### src/rtl/seq_mult_pkg.sv
// Shared types and width helpers for the sequential shift-add multiplier.
package seq_mult_pkg;

    typedef enum logic [1:0] {
        IDLE = 2'd0,
        RUN  = 2'd1,
        DONE = 2'd2
    } state_e;

    localparam int unsigned DEF_N      = 6;
    localparam int unsigned DEF_M      = 6;
    localparam int unsigned DEF_ACC_W  = DEF_N + DEF_M + 1;
    localparam int unsigned DEF_PROD_W = DEF_N + DEF_M;

    // Iteration counter width; a 1-bit floor keeps degenerate widths legal.
    function automatic int unsigned cnt_width(input int unsigned m);
        return (m < 2) ? 1 : $clog2(m);
    endfunction

    function automatic int unsigned acc_width(input int unsigned n, input int unsigned m);
        return n + m + 1;
    endfunction

    function automatic int unsigned prod_width(input int unsigned n, input int unsigned m);
        return n + m;
    endfunction

endpackage

### src/rtl/mult_row_addsub.sv
// One partial-product row: W-bit add or subtract returning the W-bit sum plus
// the bit shifted into the accumulator MSB (carry when unsigned, sign when signed).
module mult_row_addsub #(
    parameter int unsigned W = 7
) (
    input  logic [W-1:0] partial_i,
    input  logic [W-1:0] addend_i,
    input  logic         sub_i,
    input  logic         signed_i,
    output logic [W-1:0] sum_o,
    output logic         cs_o
);

    localparam int unsigned XW = W + 1;

    logic [XW-1:0] p_ext;
    logic [XW-1:0] a_ext;
    logic [XW-1:0] res;

    // One extra bit makes the top of the result the true carry or sign.
    always_comb begin
        p_ext = {signed_i & partial_i[W-1], partial_i};
        a_ext = {signed_i & addend_i[W-1], addend_i};
        res   = sub_i ? (p_ext - a_ext) : (p_ext + a_ext);
    end

    assign sum_o = res[W-1:0];
    assign cs_o  = res[XW-1];

endmodule

### src/rtl/seq_array_multiplier.sv
// Sequential shift-add multiplier: one partial-product row per clock, unsigned
// or two's-complement, valid/ready on both sides, result held under backpressure.
module seq_array_multiplier
    import seq_mult_pkg::*;
#(
    parameter int unsigned N = DEF_N,
    parameter int unsigned M = DEF_M
) (
    input  logic                clk,
    input  logic                rst,
    input  logic                in_valid,
    output logic                in_ready,
    input  logic [N-1:0]        A,
    input  logic [M-1:0]        B,
    input  logic                mode_signed,
    output logic                out_valid,
    input  logic                out_ready,
    output logic [N+M-1:0]      S,
    output logic                busy
);

    localparam int unsigned ACC_W  = acc_width(N, M);
    localparam int unsigned PROD_W = prod_width(N, M);
    localparam int unsigned CW     = cnt_width(M);
    localparam int unsigned RW     = N + 1;

    state_e              state_q, state_d;
    logic [CW-1:0]       cnt_q, cnt_d;
    logic [ACC_W-1:0]    acc_q, acc_d;
    logic [N-1:0]        a_q, a_d;
    logic [M-1:0]        b_q, b_d;
    logic                sgn_q, sgn_d;
    logic [PROD_W-1:0]   s_q, s_d;
    logic                in_ready_q, in_ready_d;
    logic                out_valid_q, out_valid_d;
    logic                busy_q, busy_d;

    logic [RW-1:0]       row_addend;
    logic [RW-1:0]       row_sum;
    logic                row_cs;
    logic                row_sub;
    logic                last_iter;
    logic [ACC_W-1:0]    acc_next;
    logic                unused_acc_lsb;

    assign last_iter  = (cnt_q == CW'(M - 1));
    // The multiplier MSB has negative weight in signed mode.
    assign row_sub    = sgn_q & last_iter;
    assign row_addend = b_q[cnt_q] ? {sgn_q & a_q[N-1], a_q} : '0;

    mult_row_addsub #(
        .W (RW)
    ) u_row (
        .partial_i (acc_q[ACC_W-1 -: RW]),
        .addend_i  (row_addend),
        .sub_i     (row_sub),
        .signed_i  (sgn_q),
        .sum_o     (row_sum),
        .cs_o      (row_cs)
    );

    // Add into the upper bits, then shift right by one with carry/sign fill.
    assign acc_next       = {row_cs, row_sum, acc_q[M-1:1]};
    assign unused_acc_lsb = acc_q[0];

    always_comb begin
        state_d     = state_q;
        cnt_d       = cnt_q;
        acc_d       = acc_q;
        a_d         = a_q;
        b_d         = b_q;
        sgn_d       = sgn_q;
        s_d         = s_q;

        case (state_q)
            IDLE: begin
                if (in_valid) begin
                    a_d     = A;
                    b_d     = B;
                    sgn_d   = mode_signed;
                    acc_d   = '0;
                    cnt_d   = '0;
                    state_d = RUN;
                end
            end
            RUN: begin
                acc_d = acc_next;
                if (last_iter) begin
                    s_d     = acc_next[PROD_W-1:0];
                    state_d = DONE;
                end else begin
                    cnt_d = cnt_q + CW'(1);
                end
            end
            DONE: begin
                if (out_ready) begin
                    state_d = IDLE;
                end
            end
            default: begin
                state_d = IDLE;
            end
        endcase

        in_ready_d  = (state_d == IDLE);
        out_valid_d = (state_d == DONE);
        busy_d      = (state_d != IDLE);
    end

    always_ff @(posedge clk) begin
        if (rst) begin
            state_q     <= IDLE;
            cnt_q       <= '0;
            acc_q       <= '0;
            a_q         <= '0;
            b_q         <= '0;
            sgn_q       <= 1'b0;
            s_q         <= '0;
            in_ready_q  <= 1'b1;
            out_valid_q <= 1'b0;
            busy_q      <= 1'b0;
        end else begin
            state_q     <= state_d;
            cnt_q       <= cnt_d;
            acc_q       <= acc_d;
            a_q         <= a_d;
            b_q         <= b_d;
            sgn_q       <= sgn_d;
            s_q         <= s_d;
            in_ready_q  <= in_ready_d;
            out_valid_q <= out_valid_d;
            busy_q      <= busy_d;
        end
    end

    assign in_ready  = in_ready_q;
    assign out_valid = out_valid_q;
    assign busy      = busy_q;
    assign S         = s_q;

endmodule
### config.mk
export PLATFORM = sky130hd
export DESIGN_NAME = seq_array_multiplier
export DESIGN_NICKNAME = d
export VERILOG_FILES = /design/src/rtl/seq_mult_pkg.sv /design/src/rtl/mult_row_addsub.sv /design/src/rtl/seq_array_multiplier.sv
export SDC_FILE = /design/constraint.sdc
export NUM_CORES = 1
export LEC_CHECK = 0
export CORE_ASPECT_RATIO = 1.1
export CORE_UTILIZATION = 45
export CTS_BUF_LIST = sky130_fd_sc_hd__clkbuf_2
export CTS_CLUSTER_SIZE = 25
export DETAILED_ROUTE_END_ITERATION = 6
export GPL_ROUTABILITY_DRIVEN = 0
export GPL_TIMING_DRIVEN = 1
export PLACE_DENSITY = 0.68
export SETUP_SLACK_MARGIN = 0.15
export SYNTH_ARGS = -nofsm -noshare
export SYNTH_HDL_FRONTEND = slang
export SYNTH_SLANG_ARGS = --single-unit
### constraint.sdc
create_clock -name clk -period 7.5 [get_ports clk]
set_clock_uncertainty 0.1 [all_clocks]
set_input_delay 1.875 -clock clk [delete_from_list [all_inputs] [get_ports clk]]
set_output_delay 1.875 -clock clk [all_outputs]
set_load 0.05 [all_outputs]
Yosys cells after proc, flatten, opt, wreduce, memory -nomap -nowiden
Cells that the tools add are included.
{"block": "word_totals", "reg_bits": 46, "in_bits": 17, "output_inout_bits": 15, "elab_cells": 45}
{"block": "op_classes", "n_addsub": 3, "magnitude_cmp": 1, "n_eq_ne": 6, "n_mux": 13, "bitwise_logic": 4, "n_reduce_logical": 8}
{"op": "13-bit one-hot mux with 2 select lines", "count": 1}
{"op": "13-bit 2-to-1 mux", "count": 1}
{"op": "8-bit adder", "count": 1}
{"op": "8-bit 2-to-1 mux", "count": 1}
{"op": "8-bit subtractor", "count": 1}
{"op": "7-bit 2-to-1 mux", "count": 1}
{"op": "2-bit 2-to-1 mux", "count": 3}
{"op": "3-bit 2-to-1 mux", "count": 2}
{"op": "2-bit one-hot mux with 3 select lines", "count": 1}
{"op": "3-bit one-hot mux with 2 select lines", "count": 1}
{"op": "2-bit AND reduction", "count": 3}
{"op": "1-bit bitwise AND", "count": 4}
{"op": "2-bit equality test, second input constant", "count": 2}
{"op": "2-bit zero test", "count": 2}
{"op": "3-bit by 4-bit less-than comparator with 1-bit output, second input constant", "count": 1}
{"op": "2-bit inequality test, second input constant", "count": 2}
{"op": "2-bit nonzero test", "count": 2}
{"op": "3-bit by 1-bit adder with 3-bit output, second input constant", "count": 1}
{"op": "1-bit binary-select mux with 3-bit select", "count": 1}
{"op": "3-bit equality test, second input constant", "count": 1}
{"op": "3-bit AND reduction", "count": 1}
{"op": "2-bit by 1-bit equality test with 1-bit output, second input constant", "count": 1}
{"op": "1-bit 2-to-1 mux", "count": 1}

Depth between registers and ports, before layout
Gate-level depths: netlist of the first run.
{"block": "logic_depth", "word_depth": 7, "ltp_mapped": 15, "mapped_depth_nobuf": 14}

Cells and area by module
From an unflattened synthesis of the first run, not the netlist that was laid out.
{"block": "hier_totals", "hier_cells": 262, "area_unflattened_um2": 2162.1}
{"module": "seq_array_multiplier", "n_inst": 1, "cells_each": 199, "area_each_um2": 1701.6, "seq_area_each_um2": 900.9}
{"module": "mult_row_addsub", "n_inst": 1, "cells_each": 63, "area_each_um2": 460.4, "seq_area_each_um2": 0.0}

Least setup slack after synthesis of the first run
OpenSTA, ideal clock, no wires.
{"block": "synth_path", "path_kind": "register to register", "startpoint": "register cnt_q[0]", "endpoint": "register acc_q[10]", "setup_time_ns": 0.071, "arrival_ns": 3.112, "required_ns": 7.329, "path_slack_ns": 4.217, "stages_incl_launch_ff": 14, "path_buffers": 1, "period_less_slack_ns": 3.283, "cell_sequence": "dfxtp_1 > mux4_2 > a22o_1 > buf_6 > nand2_1 > ha_1 > a21oi_1 > ha_1 > nor2b_1 > o21ai_0 > a21oi_1 > o21a_1 > or3_1 > a21oi_1"}
{"block": "synth_via", "elab_chain_cells": 6, "word_cells_on_any_way": 9, "cone_classes": "2 x add/sub; 1 x eq/ne; 5 x mux; 1 x bitwise"}
{"item": "from (decl)", "line_no": "seq_array_multiplier.sv:28", "source": "logic [CW-1:0] cnt_q, cnt_d;"}
{"item": "from (signal assigned)", "line_no": "seq_array_multiplier.sv:124", "source": "cnt_q <= cnt_d;"}
{"item": "1-bit binary-select mux with 3-bit select", "line_no": "seq_array_multiplier.sv:49", "source": "assign row_addend = b_q[cnt_q] ? {sgn_q & a_q[N-1], a_q} : '0;"}
{"item": "1-bit 2-to-1 mux (not written as such)", "line_no": "seq_array_multiplier.sv:49"}
{"item": "7-bit 2-to-1 mux", "line_no": "seq_array_multiplier.sv:49"}
{"item": "8-bit adder or 8-bit subtractor (tied branches)", "line_no": "mult_row_addsub.sv:24", "source": "res = sub_i ? (p_ext - a_ext) : (p_ext + a_ext);"}
{"item": "8-bit 2-to-1 mux (*)", "line_no": "mult_row_addsub.sv:24"}
{"item": "13-bit one-hot mux with 2 select lines (*)", "line_no": "seq_array_multiplier.sv:75", "source": "case (state_q)"}
{"item": "to (signal assigned)", "line_no": "seq_array_multiplier.sv:114", "source": "acc_q <= '0;"}
{"item": "to (signal assigned)", "line_no": "seq_array_multiplier.sv:125", "source": "acc_q <= acc_d;"}
{"item": "to (decl)", "line_no": "seq_array_multiplier.sv:29", "source": "logic [ACC_W-1:0] acc_q, acc_d;"}
Mark *: on every way between the ends. The rest lies on a longest branch, timed or not. The select of a mux whose other input is x is not followed.
A chain may end at the register's enable or synchronous reset.

Worst setup path in the final report of the first run
{"block": "layout_path", "startpoint": "register cnt_q[0]", "endpoint": "register s_q[10], in the netlist S[10]"}
{"block": "layout_via", "elab_chain_cells": 5, "word_cells_on_any_way": 9, "cone_classes": "2 x add/sub; 1 x eq/ne; 4 x mux; 1 x bitwise; 1 x reduce/logical"}
{"item": "1-bit binary-select mux with 3-bit select", "line_no": "seq_array_multiplier.sv:49"}
{"item": "1-bit 2-to-1 mux (not written as such)", "line_no": "seq_array_multiplier.sv:49"}
{"item": "7-bit 2-to-1 mux", "line_no": "seq_array_multiplier.sv:49"}
{"item": "8-bit adder or 8-bit subtractor (tied branches)", "line_no": "mult_row_addsub.sv:24"}
{"item": "8-bit 2-to-1 mux", "line_no": "mult_row_addsub.sv:24"}
{"item": "to (signal assigned)", "line_no": "seq_array_multiplier.sv:118", "source": "s_q <= '0;"}
{"item": "to (signal assigned)", "line_no": "seq_array_multiplier.sv:129", "source": "s_q <= s_d;"}
{"item": "to (decl)", "line_no": "seq_array_multiplier.sv:33", "source": "logic [PROD_W-1:0] s_q, s_d;"}
Several ways; a longest one is shown, not always the timed one. The select of a mux whose other input is x is not followed.

==> results of run 1 <==
-- kinds of logic (layout without fill, tap and decap cells) --
| family | count (synthesis) | in the layout |
|---|---|---|
| adders and majority gates | 11 | 11 |
| xor gates and xnor gates | 7 | 7 |
| AOI/OAI and AO/OA | 65 | 65 |
| and+or+nand+nor | 115 | 115 |
| DFF | 45 | 45 |
| buffers and inverters | 21 | 47 |
| muxes | 2 | 2 |
-- layer usage --
layer  vias to the layer above  track usage [%]
li1                        965                -
met1                       812             24.1
met2                        38             29.3
met3                         5             4.60
met4                         0             6.25
met5                         -                0
-- stage by stage --
step / utilization, % / total power [mW] / cells / area, um^2 / hold slack (ns)
floorplan: - / 0.337 / 266 / 2150 / 0.332
global placement: 53.7 / 0.360 / 340 / 2480 / 0.341
detailed placement: 53.7 / 0.361 / 340 / 2480 / 0.346
CTS: 55.1 / 0.498 / 348 / 2540 / 0.370
global route: 55.1 / 0.520 / 348 / 2540 / 0.400
finish: 55.1 / 0.493 / 348 / 2540 / 0.366
-- sequential cells by signal, summed over array words and instances, names as in the netlist --
signal and cells:
S 12, acc_q 12, a_q 6, b_q 6, cnt_q 3, state_q 2, busy 1, in_ready 1
out_valid 1, sgn_q 1
-- critical path: cells and delay by family (launching register included) --
| kind | cells | cell delay (ns) |
|---|---|---|
| AOI/OAI and AO/OA | 6 | 1.31 |
| and+or+nand+nor | 3 | 0.63 |
| muxes | 1 | 0.56 |
| DFF | 1 | 0.51 |
| adders and majority gates | 2 | 0.51 |
-- where the power goes --
group	internal, mW	switching, mW	total, mW
Combinational	0.0453	0.0528	0.0981
Clock	0.0551	0.0808	0.136
Sequential	0.250	0.00914	0.259
-- synth_stat cells (2+ instances only) --
master / instances
o21ai_0: 5
nor2_1: 28
dfxtp_1: 45
a211oi_1: 2
nor2b_1: 5
nor3_1: 6
a21o_1: 2
or3_1: 2
o21bai_1: 2
clkbuf_1: 13
xnor2_1: 6
nand3_1: 3
a22oi_1: 8
a31oi_1: 2
nand2_1: 54
inv_1: 7
ha_1: 10
or4_1: 2
nand3b_1: 5
nand4b_1: 2
a21oi_1: 36
-- path summary, 6_finish.rpt --
path | endpoint | start | slack, ns
hold / removal | b_q[2] | b_q[2] | 0.37
setup reg to reg | S[10] | cnt_q[0] | 3.86
setup / recovery | S[10] | cnt_q[0] | 3.86
hold reg to reg | b_q[2] | b_q[2] | 0.37
-- final cells by class --
| class | instances | area [um^2] |
|---|---|---|
| multi-input cells | 200 | 1160 |
| flip-flops and latches | 45 | 901 |
| well taps | 56 | 70.1 |
| fillers | 471 | 2070 |
| clock buffers | 5 | 25.0 |
| clock inverters | 3 | 41.3 |
| inverters | 7 | 26.3 |
| repair buffers | 32 | 318 |
==> results, run 1 <==
- Measured along the x axis, the die boundary spans around 68 um.
- The standby leakage power is around 0.9 nW.
- The cell that appears most often on the critical path is a21oi_1.
- The number of nets in the finished design is approximately 320.
- The overall die height is between 70 and 80 um.
- The initial antenna violation count is 0.
- For the worst setup path, the data required time is 7.78 ns.
- The first-pass iteration count of the detailed router is 4.
- For this block, wires on met1 add up to roughly 2000 um.
- The maximum VDD drop is ~0.086 mV.
- The fmax is 0.275 GHz.
- In this run, post-CTS repair resized a total of 0 instances.
- The synthesized netlist devotes 18.4% of its cell area to compound gates.
- Dividing the detail-routed via count by the number of cells gives roughly 5.2.
- The tightest slew margin relative to the limit is between 30% and 40%.
- In this run the power density over the cells is 194 nW/um^2.
- Summed over its instances, the top area cell type makes up a little over two fifths of the synthesized netlist area.
- The prevailing post-synth register cell is dfxtp_1.
- The cell row count is 26.
- The number of hold violations in the final report is 0.
- The DRC violation count after routing is 0.
- The data arrival time of the worst path is between 3 and 4 ns.
- The clock tree from TritonCTS is built.
- The endpoint class of the critical path is a register.
- Setup violations remaining at the end of the flow were counted as 0.
- The part of the Yosys area used for sequential elements is between 40% and 50%.
- The most common cell after layout, fill and taps aside is nand2_1.
- Clock tree synthesis found a total of 45 sinks.
- The H-tree was split into 2 levels.
- The post-synthesis average cell area is just over 8 um^2.
- The kind of critical path is register to register.
- The worst setup slack after placement is around 3.7 ns.
- Counting flops and latches in the post-synthesis netlist gives between 40 and 50.
- Clock-pin slew was measured on the worst setup and hold paths at approximately 0.24 ns.
- The minimum clock period is 3.64 ns.
- The number of different library cells used by synthesis comes to 42.
- The initial standard-cell utilization of the core is about 47%.
- The clock tree root driver cell is clkbuf_2.
- Of the total synthesized cell area, the portion taken by AND, OR, NAND and NOR gates is 24.5%.
- Across every metal layer, demand over resource in global routing totals ~18%.
- The detailed placer's ending HPWL is just under 3000 um.
- The core footprint is roughly 4600 um^2.
- The flow ran to the end, and the final reports show no timing, DRC or antenna violations.
- The quantity of hold-fixing buffers added after cts is 0.
- The total wirelength of the detailed-routed design is 4180 um.
- Synthesis produced a netlist with a net count of 294.
- The class of the most critical hold timing path is register to register.
- Walking the worst path, the cells encountered are mux4_2, a22o_1, nand2_1, ha_1, a21oi_1, ha_1, nor2b_1, o21ai_0, a21oi_1, o21a_1, or3_1, a21oi_1.
- The count of buffers added on input and output ports is 31.
- The critical path's largest stage delay is ~0.56 ns.
- The cell area after technology mapping is between 2000 and 2500 um^2.
- The length of routed met3 wiring is about 160 um.
- Yosys mapped a number of flops with a built-in enable equal to 0.
- The layout overhead on the synthesized area is 18.3%.
- The number of buffers added by the clock tree synthesis step is 5.
- Signal routing reaches up to met4.
- The wire length of the first global-routing pass is roughly 7100 um.
- STA classifies the critical path startpoint as a register.
- After the first detailed-routing iteration, the DRC count stood at 153.
- The area share of fa/ha/maj cells after synthesis is about 6.7%.
- The number of cells on the worst reg-to-reg path is 12.
- The final worst-path cycle share is approximately 49%.
- The setup slack after layout is approximately 3.9 ns.
- By area the synthesized netlist is led by dfxtp_1 (42%), nand2_1 (9.4%), a21oi_1 (8.4%), ha_1 (5.8%), nor2_1 (4.9%).
- Setup repair after global routing left no endpoint under its margin.
- Once detail routing completed, the nets flagged for antenna violations numbered 0.
- The slowest stage of the critical path is the mux4_2 cell.
- The number of global-route vias before repair is roughly 1,600.
- The number of antenna diodes in the final layout is 0.
- The top cell type by total area after synthesis is dfxtp_1.
- The global-route congestion overflow total is 0.
- The largest family of logic cells by synthesized area is simple AND/OR/NAND/NOR gates.
- After synthesis, the share of flip-flops with an asynchronous set or reset is 0%.
- The die covers a little over 5000 um^2.
- The setup fix buffers added after clock tree synthesis is 0.
- The number of instances on the worst hold path is 2.
- The buffer depth of the longest clock path is 2.
- The average wire length per cell after detail routing is around 12 um.
- Summing the areas of all xor and xnor instances in the mapped netlist gives 2.85% of the synthesized area.
- The number of vias in the routed layout is 1,820.
- The highest fanout seen on the critical path is 10.
- The fraction of layout instances using a drive strength above 1 is ~5.1%.
- For the final routed database, the setup TNS stands at 0 ns.
- The portion of synthesized area spent on multiplexers is 1.57%.
- For this design the top-level I/O count stands at 32.
- At the pin with the least slew margin, the transition time is just over 0.9 ns.
- The tool flagged a number of max-cap violations equal to 0.
- For the worst-skew pair, the clock arrives at the later sink with an insertion delay of 0.43 ns.
- Entering global routing, the biggest net connects 50 pins.
- The total of warnings raised by yosys is 0.
- In the layout the commonest cells are nand2_1 (54), dfxtp_1 (45), a21oi_1 (36), clkdlybuf4s50_1 (31), nor2_1 (28).
- In the synthesized netlist, the number of instances is 266.
- The met2 wirelength from detailed routing is slightly below 2000 um.
- The count of pins over their slew limit was 0.
(Power assumes the default switching activity.)
==> inputs of run 2 (changes only) <==
==> constraint.sdc (replaced) <==
create_clock -name clk -period 3.5 [get_ports clk]
set_clock_uncertainty 0.1 [all_clocks]
set_input_delay 0.875 -clock clk [delete_from_list [all_inputs] [get_ports clk]]
set_output_delay 0.875 -clock clk [all_outputs]
set_load 0.05 [all_outputs]
==> run 2 against run 1 <==
  * Critical path depth stayed put
  * Cell count is 2.3% higher
  * Sequential cell count stayed put
  * Sequential power is 110% higher
  * Power is 120% higher
  * Largest power group unchanged
  * Clock power is 120% higher
  * Sequential share of layout area is 1.5 points lower
==> results, run 2 (synthesis results as in run 1) <==
- The DRC violation count after routing was 0 (unchanged).
- The highest fanout seen on the critical path is 6 (-4).
- The area of the die is 5060 um^2 (unchanged).
- The tree is rooted in a clkbuf_2.
- The number of buffers added by the clock tree synthesis step was 5 (unchanged).
- The final setup violation count is 0 (unchanged).
- The startpoint of the most critical setup path is cnt_q[0].
- In this design, the largest share of critical-path delay is due to compound AO/OA/AOI/OAI gates.
- The clock tree from TritonCTS is built.
- The end-of-flow core utilization is 57.7% (+2.7 points).
- The buffer depth of the longest clock path is 2 (unchanged).
- The number of hold violations in the final report is 0 (unchanged).
- The final hold slack is 0.372 ns (+0.00555 ns).
- The run finished with clean final reports.
- The pin count of the biggest net entering global routing was 25 (-50%).
- The top-level port count was 32 (unchanged).
- The total wirelength of the detailed-routed design is 4560 um (+9.1%).
- The cell area after layout is 2670 um^2 (+4.8%).
- The data arrival time of the worst path is 3.49 ns (-0.43 ns).
- The detailed placer's ending HPWL is 3230 um (+9.9%).
- The endpoint identified for the worst register-to-register timing path is S[10].
- The number of diodes was 0 (unchanged).
- The final worst-path cycle share is 91.2% (+43 points).
- The setup slack after layout is 0.310 ns (-3.55 ns).
- The overall die height is 74.5 um (unchanged).
- The cell row count is 26 (unchanged).
- The required time of the critical path is 3.80 ns (-3.98 ns).
- The count of pins over their slew limit is 0 (unchanged).
- The number of nets in the finished design is 327 (+2.5%).
- The maximum VDD drop is 0.230 mV (+170%).
- The worst setup path is launched from a register.
- The width of the die is 67.9 um (unchanged).
- The standby leakage power came to 0.996 nW (+8.3%).
- The slowest stage cell on the critical path is mux4_2.
- The most common cell after layout, fill and taps aside is nand2_1.
- The core footprint was 4620 um^2 (unchanged).
- The number of max-cap violations is 0 (unchanged).
- Among the stages of the critical path, the cell type that occurs most often is a21oi_2.
- The CTS H-tree depth came to 2 (unchanged).
- The summed negative setup slack over all endpoints came to 0 ns (unchanged).
- The cell count along the critical path is 12 (unchanged).
- The initial antenna violation count is 0 (unchanged).
- The multi-input combinational cell area came to 1220 um^2 (+4.6%).
- The number of clock sinks is 45 (unchanged).
- The reg2reg setup slack is 0.31 ns (-3.55 ns).
- Walking the worst path, the cells encountered are mux4_2, a22o_4, nand2_4, ha_4, a21oi_2, ha_1, nor2b_1, o21ai_1, a21oi_2, o21a_1, or3_1, a21oi_1.
- The destination of the critical timing path is S[10].
- The kind of critical path is register to register.
- The filler cell count in the final layout was 450 (-4.5%).
- The layout overhead on the synthesized area is 24.0%.
- The number of cells on the worst reg-to-reg path was 12 (unchanged).
- The initial standard-cell utilization of the core is 46.6% (unchanged).
- STA classifies the critical path endpoint as a register.
- The class of the most critical hold timing path is register to register.
- The placement-stage cell area was 2520 um^2 (+1.5%).
- The number of vias in the routed layout is 1,917 (+5.3%).
- The violation count after the first detailed-route iteration is 114 (-25%).
- The number of nets with antenna violations after routing came to 0 (unchanged).
- The quantity of I/O buffers inserted on ports is 31 (unchanged).
- The tightest slew margin relative to the limit came to 37.7% (-0.39 points).
- The total area of sequential cells is 905 um^2 (+0.42%).
- The buffer and inverter count on the worst path is 0 (unchanged).
- The sum of internal, switching and leakage power came to 1.09 mW (+120%).
- The fmax is 0.313 GHz (+14%).
- The minimum clock period is 3.19 ns (-0.452 ns).
- The mean number of vias per cell is 5.38 (+3.0%).
- Leaving out fill and tap cells, the most frequent cells in the layout are nand2_1 (52), dfxtp_1 (44), a21oi_1 (32), clkdlybuf4s50_1 (31), nor2_1 (28).
- The critical path's largest stage delay is 0.54 ns (-0.02 ns).
- The all-layer global routing usage was 20.5% (+2.2 points).
- The number of placed cells counting well taps is 345 (+1.5%).
- The first-pass iteration count of the detailed router is 5 (+1).
- The number of global-route vias before repair is 1,804 (+13%).
- The average wire length per cell after detail routing was 12.8 um (+6.6%).
- Setup repair after global routing could not meet its margin everywhere.
- The total power per unit cell area is 410 nW/um^2 (+110%).
- The global-route congestion overflow total came to 0 (unchanged).
- The number of non-filler instances in the completed layout is 356 (+2.3%).
- The clock transition at the registers of the reported paths was 0.25 ns (about the same).
- The slew at the pin closest to its max-slew limit is 0.930 ns (+0.00429 ns).
- The beginning of the worst register-to-register path is cnt_q[0].
- The worst setup slack after placement came to 0.0709 ns (-3.60 ns).
- The clock insertion delay at the later pin of the skew report is 0.44 ns (about the same).
- The fraction of layout instances using a drive strength above 1 is 11.3% (+6.2 points).
- The wire length of the first global-routing pass is 7890 um (+12%).
[run 2: repair_timing]
item | CTS | global route
setup buffers | 0 | 3
setup endpoints to repair | 5 | 5
hold buffers | 0 | 0
pin swaps | 0 | 4
resized for setup | 3 | 12
[run 2: power breakdown]
part / leakage [nW] / internal [mW] / total (mW) / switching, mW
clock network: 0.0392 / 0.122 / 0.302 / 0.181
registers: 0.367 / 0.535 / 0.555 / 0.0200
logic: 0.590 / 0.112 / 0.236 / 0.124
[run 2: how the worst min path moves through the flow]
stage	from	to	slack, ns	cells after the start
final	S[4]	S[4]	0.37	2
after global routing	S[1]	S[1]	0.39	2
after CTS	S[3]	S[3]	0.37	2
after detailed placement	S[3]	S[3]	0.35	2
after global placement	S[9]	S[9]	0.34	2
after floorplan	acc_q[1]	S[0]	0.33	2
[run 2: final cells by class]
type	instances	area share (%)
Inverter	7	0.985
Multi-Input combinational cell	200	45.6
Clock buffer	5	0.938
Tap cell	56	2.63
Clock inverter	3	1.74
Timing Repair Buffer	40	14.2
Sequential cell	45	33.9
[run 2: worst register-to-register path, cell delays in order (launching register included)]
cell and delay (ns):
dfxtp_4 0.44, mux4_2 0.54, a22o_4 0.30, nand2_4 0.09, ha_4 0.20, a21oi_2 0.14, ha_1 0.24, nor2b_1 0.13
o21ai_1 0.18, a21oi_2 0.10, o21a_1 0.19, or3_1 0.38, a21oi_1 0.14
[run 2: per-layer routing]
layer / share of wire (%) / track usage (%) / vias up / wire length, um
li1: - / - / 980 / -
met1: 47 / 24.9 / 899 / 2150
met2: 49 / 34.4 / 35 / 2230
met3: 3.1 / 5.52 / 3 / 142
met4: 0.68 / 7.87 / 0 / 31
met5: 0 / 0 / - / 0
==> inputs of run 3 (changes only) <==
--- a/config.mk
+++ b/config.mk
@@ -5,7 +5,7 @@
 export SDC_FILE = /design/constraint.sdc
 export NUM_CORES = 1
 export LEC_CHECK = 0
-export CORE_ASPECT_RATIO = 1.1
+export CORE_ASPECT_RATIO = 2
 export CORE_UTILIZATION = 45
 export CTS_BUF_LIST = sky130_fd_sc_hd__clkbuf_2
 export CTS_CLUSTER_SIZE = 25
@@ -13,6 +13,7 @@
 export GPL_ROUTABILITY_DRIVEN = 0
 export GPL_TIMING_DRIVEN = 1
 export PLACE_DENSITY = 0.68
+export REMOVE_ABC_BUFFERS = 1
 export SETUP_SLACK_MARGIN = 0.15
 export SYNTH_ARGS = -nofsm -noshare
 export SYNTH_HDL_FRONTEND = slang
==> run 3 against run 2 <==
  * Clock-buffer cell count stayed put
  * Clock power is 32% lower
  * Global-route usage is 0.75 points lower
  * Power is 8.8% lower
  * Wire length is 1.5% lower
  * Combinational power is 2% higher
  * Sequential cell count stayed put
  * Fmax hardly changed
  * Hold slack worse by 0.011 ns
  * Largest cell class unchanged
  * Highest routed layer unchanged
==> results, run 3 (synthesis results as in run 1) <==
- The flow ran to the end, and the final reports show no timing, DRC or antenna violations.
- The kind of critical path is register to register.
- The average wire length per cell after detail routing was 12.5 um (-2.0%).
- The required time of the critical path came to 3.79 ns (about the same).
- The sum of internal, switching and leakage power is 0.998 mW (-8.8%).
- The placement-stage cell area came to 2530 um^2 (+0.55%).
- The number of max-cap violations is 0 (unchanged).
- The end-of-flow core utilization is 57.6% (-0.20 points).
- The clock transition at the registers of the reported paths came to 0.22 ns (-0.03 ns).
- Setup repair after global routing left no endpoint under its margin.
- The wire length of the first global-routing pass is 7660 um (-2.9%).
- The highest fanout seen on the critical path was 5 (-1).
- The cell area after layout is 2650 um^2 (-0.80%).
- The launching element type of the critical path is a register.
- The layout overhead on the synthesized area is 23.0%.
- The first-pass iteration count of the detailed router came to 4 (-1).
- The count of pins over their slew limit is 0 (unchanged).
- The total wirelength of the detailed-routed design was 4490 um (-1.5%).
- The data arrival time of the worst path is 3.48 ns (about the same).
- Leaving out fill and tap cells, the most frequent cell in the layout is nand2_1.
- The worst setup path is captured at a register.
- TritonCTS built the clock tree.
- The top cell types in the final layout, fill and taps aside, are nand2_1 (52), dfxtp_1 (44), a21oi_1 (32), clkdlybuf4s50_1 (31), nor2_1 (28).
- The buffer depth of the longest clock path came to 2 (unchanged).
- The number of vias in the routed layout is 1,903 (-0.73%).
- The detailed placer's ending HPWL came to 3420 um (+5.8%).
- The cell row count is 35 (+35%).
- The violation count after the first detailed-route iteration is 36 (-68%).
- The pin count of the biggest net entering global routing was 20 (-20%).
- The number of diodes was 0 (unchanged).
- The clock insertion delay at the later pin of the skew report came to 0.42 ns (-0.02 ns).
- The fmax was 0.313 GHz (about the same).
- The summed negative setup slack over all endpoints was 0 ns (unchanged).
- The clock tree root driver cell is clkbuf_2.
- The area of the die is 5080 um^2 (+0.33%).
- The overall die height is 99.8 um (+34%).
- The number of placed cells counting well taps was 346 (+0.29%).
- The reg2reg setup slack is 0.31 ns (about the same).
- The initial standard-cell utilization of the core was 46.8% (+0.22 points).
- The global-route congestion overflow total is 0 (unchanged).
- The all-layer global routing usage was 19.8% (-0.75 points).
- The worst setup slack after placement is 0.0503 ns (-0.0206 ns).
- The standby leakage power was 0.979 nW (-1.8%).
- The number of non-filler instances in the completed layout is 358 (+0.56%).
- The number of global-route vias before repair was 1,819 (+0.83%).
- The core footprint was 4600 um^2 (-0.46%).
- The total power per unit cell area is 377 nW/um^2 (-8.0%).
- The width of the die is 50.9 um (-25%).
- The number of nets in the finished design came to 330 (+0.92%).
- The final worst-path cycle share is 91.2% (about the same).
- The DRC violation count after routing is 0 (unchanged).
- The number of hold violations in the final report is 0 (unchanged).
- The quantity of I/O buffers inserted on ports was 31 (unchanged).
- The final setup violation count came to 0 (unchanged).
- The maximum VDD drop is 0.299 mV (+30%).
- The number of clock sinks came to 45 (unchanged).
- The top-level port count is 32 (unchanged).
- The setup slack after layout is 0.309 ns (-0.000915 ns).
- The tightest slew margin relative to the limit is 42.0% (+4.2 points).
- The number of nets with antenna violations after routing is 0 (unchanged).
- The number of buffers added by the clock tree synthesis step is 5 (unchanged).
- The quantity of hold-fixing buffers added after cts is 0 (unchanged).
- The CTS H-tree depth was 2 (unchanged).
- The final hold slack is 0.361 ns (-0.0109 ns).
- The mean number of vias per cell came to 5.32 (-1.3%).
- The filler cell count in the final layout is 454 (+0.89%).
- The minimum clock period is 3.19 ns (+0.000915 ns).
- The class of the most critical hold timing path is register to register.
- The initial antenna violation count is 0 (unchanged).
- The fraction of layout instances using a drive strength above 1 is 11.6% (+0.22 points).
- The slew at the pin closest to its max-slew limit was 0.867 ns (-0.0629 ns).
## run 3: power breakdown
group          switching [mW]  internal (mW)
logic                   0.125          0.115
registers              0.0191          0.535
clock network           0.160         0.0437
total                   0.304          0.693
## run 3: what timing repair did
action,in CTS,in global routing
resized for setup,4,12
setup endpoints to repair,5,7
cloned,0,0
pin swaps,0,5
buffers inserted,0,4
## run 3: final timing paths
path         cells after the start     to  startpoint
max reg2reg                     13  S[11]    cnt_q[0]
min                              2   S[0]    acc_q[1]
max                             13  S[11]    cnt_q[0]
min reg2reg                      2   S[0]    acc_q[1]
## run 3: worst max-delay path, stage by stage (launching register included)
cell,delay (ns)
dfxtp_4,0.42
mux4_2,0.53
a22o_4,0.30
nand2_2,0.11
ha_4,0.17
nor2_1,0.07
xor2_1,0.16
ha_1,0.31
a21o_1,0.14
a21oi_2,0.07
o21bai_1,0.22
a21oi_2,0.10
or4_1,0.40
nand3_1,0.07
## run 3: final cells by class
class | instances | area (um^2) | share of cell area (%)
multi-input cells | 200 | 1210 | 45.7
flip-flops and latches | 45 | 905 | 34.2
repair buffers | 43 | 400 | 15.1
well taps | 55 | 68.8 | 2.60
inverters | 7 | 26.3 | 0.993
clock buffers | 5 | 25.0 | 0.946
clock inverters | 3 | 12.5 | 0.473
## run 3: layer usage
metal | share of wire [%] | track usage [%]
met5 | 0 | 0
met4 | 2.7 | 10.5
met3 | 2.5 | 3.94
met2 | 56 | 37.6
met1 | 39 | 19.0
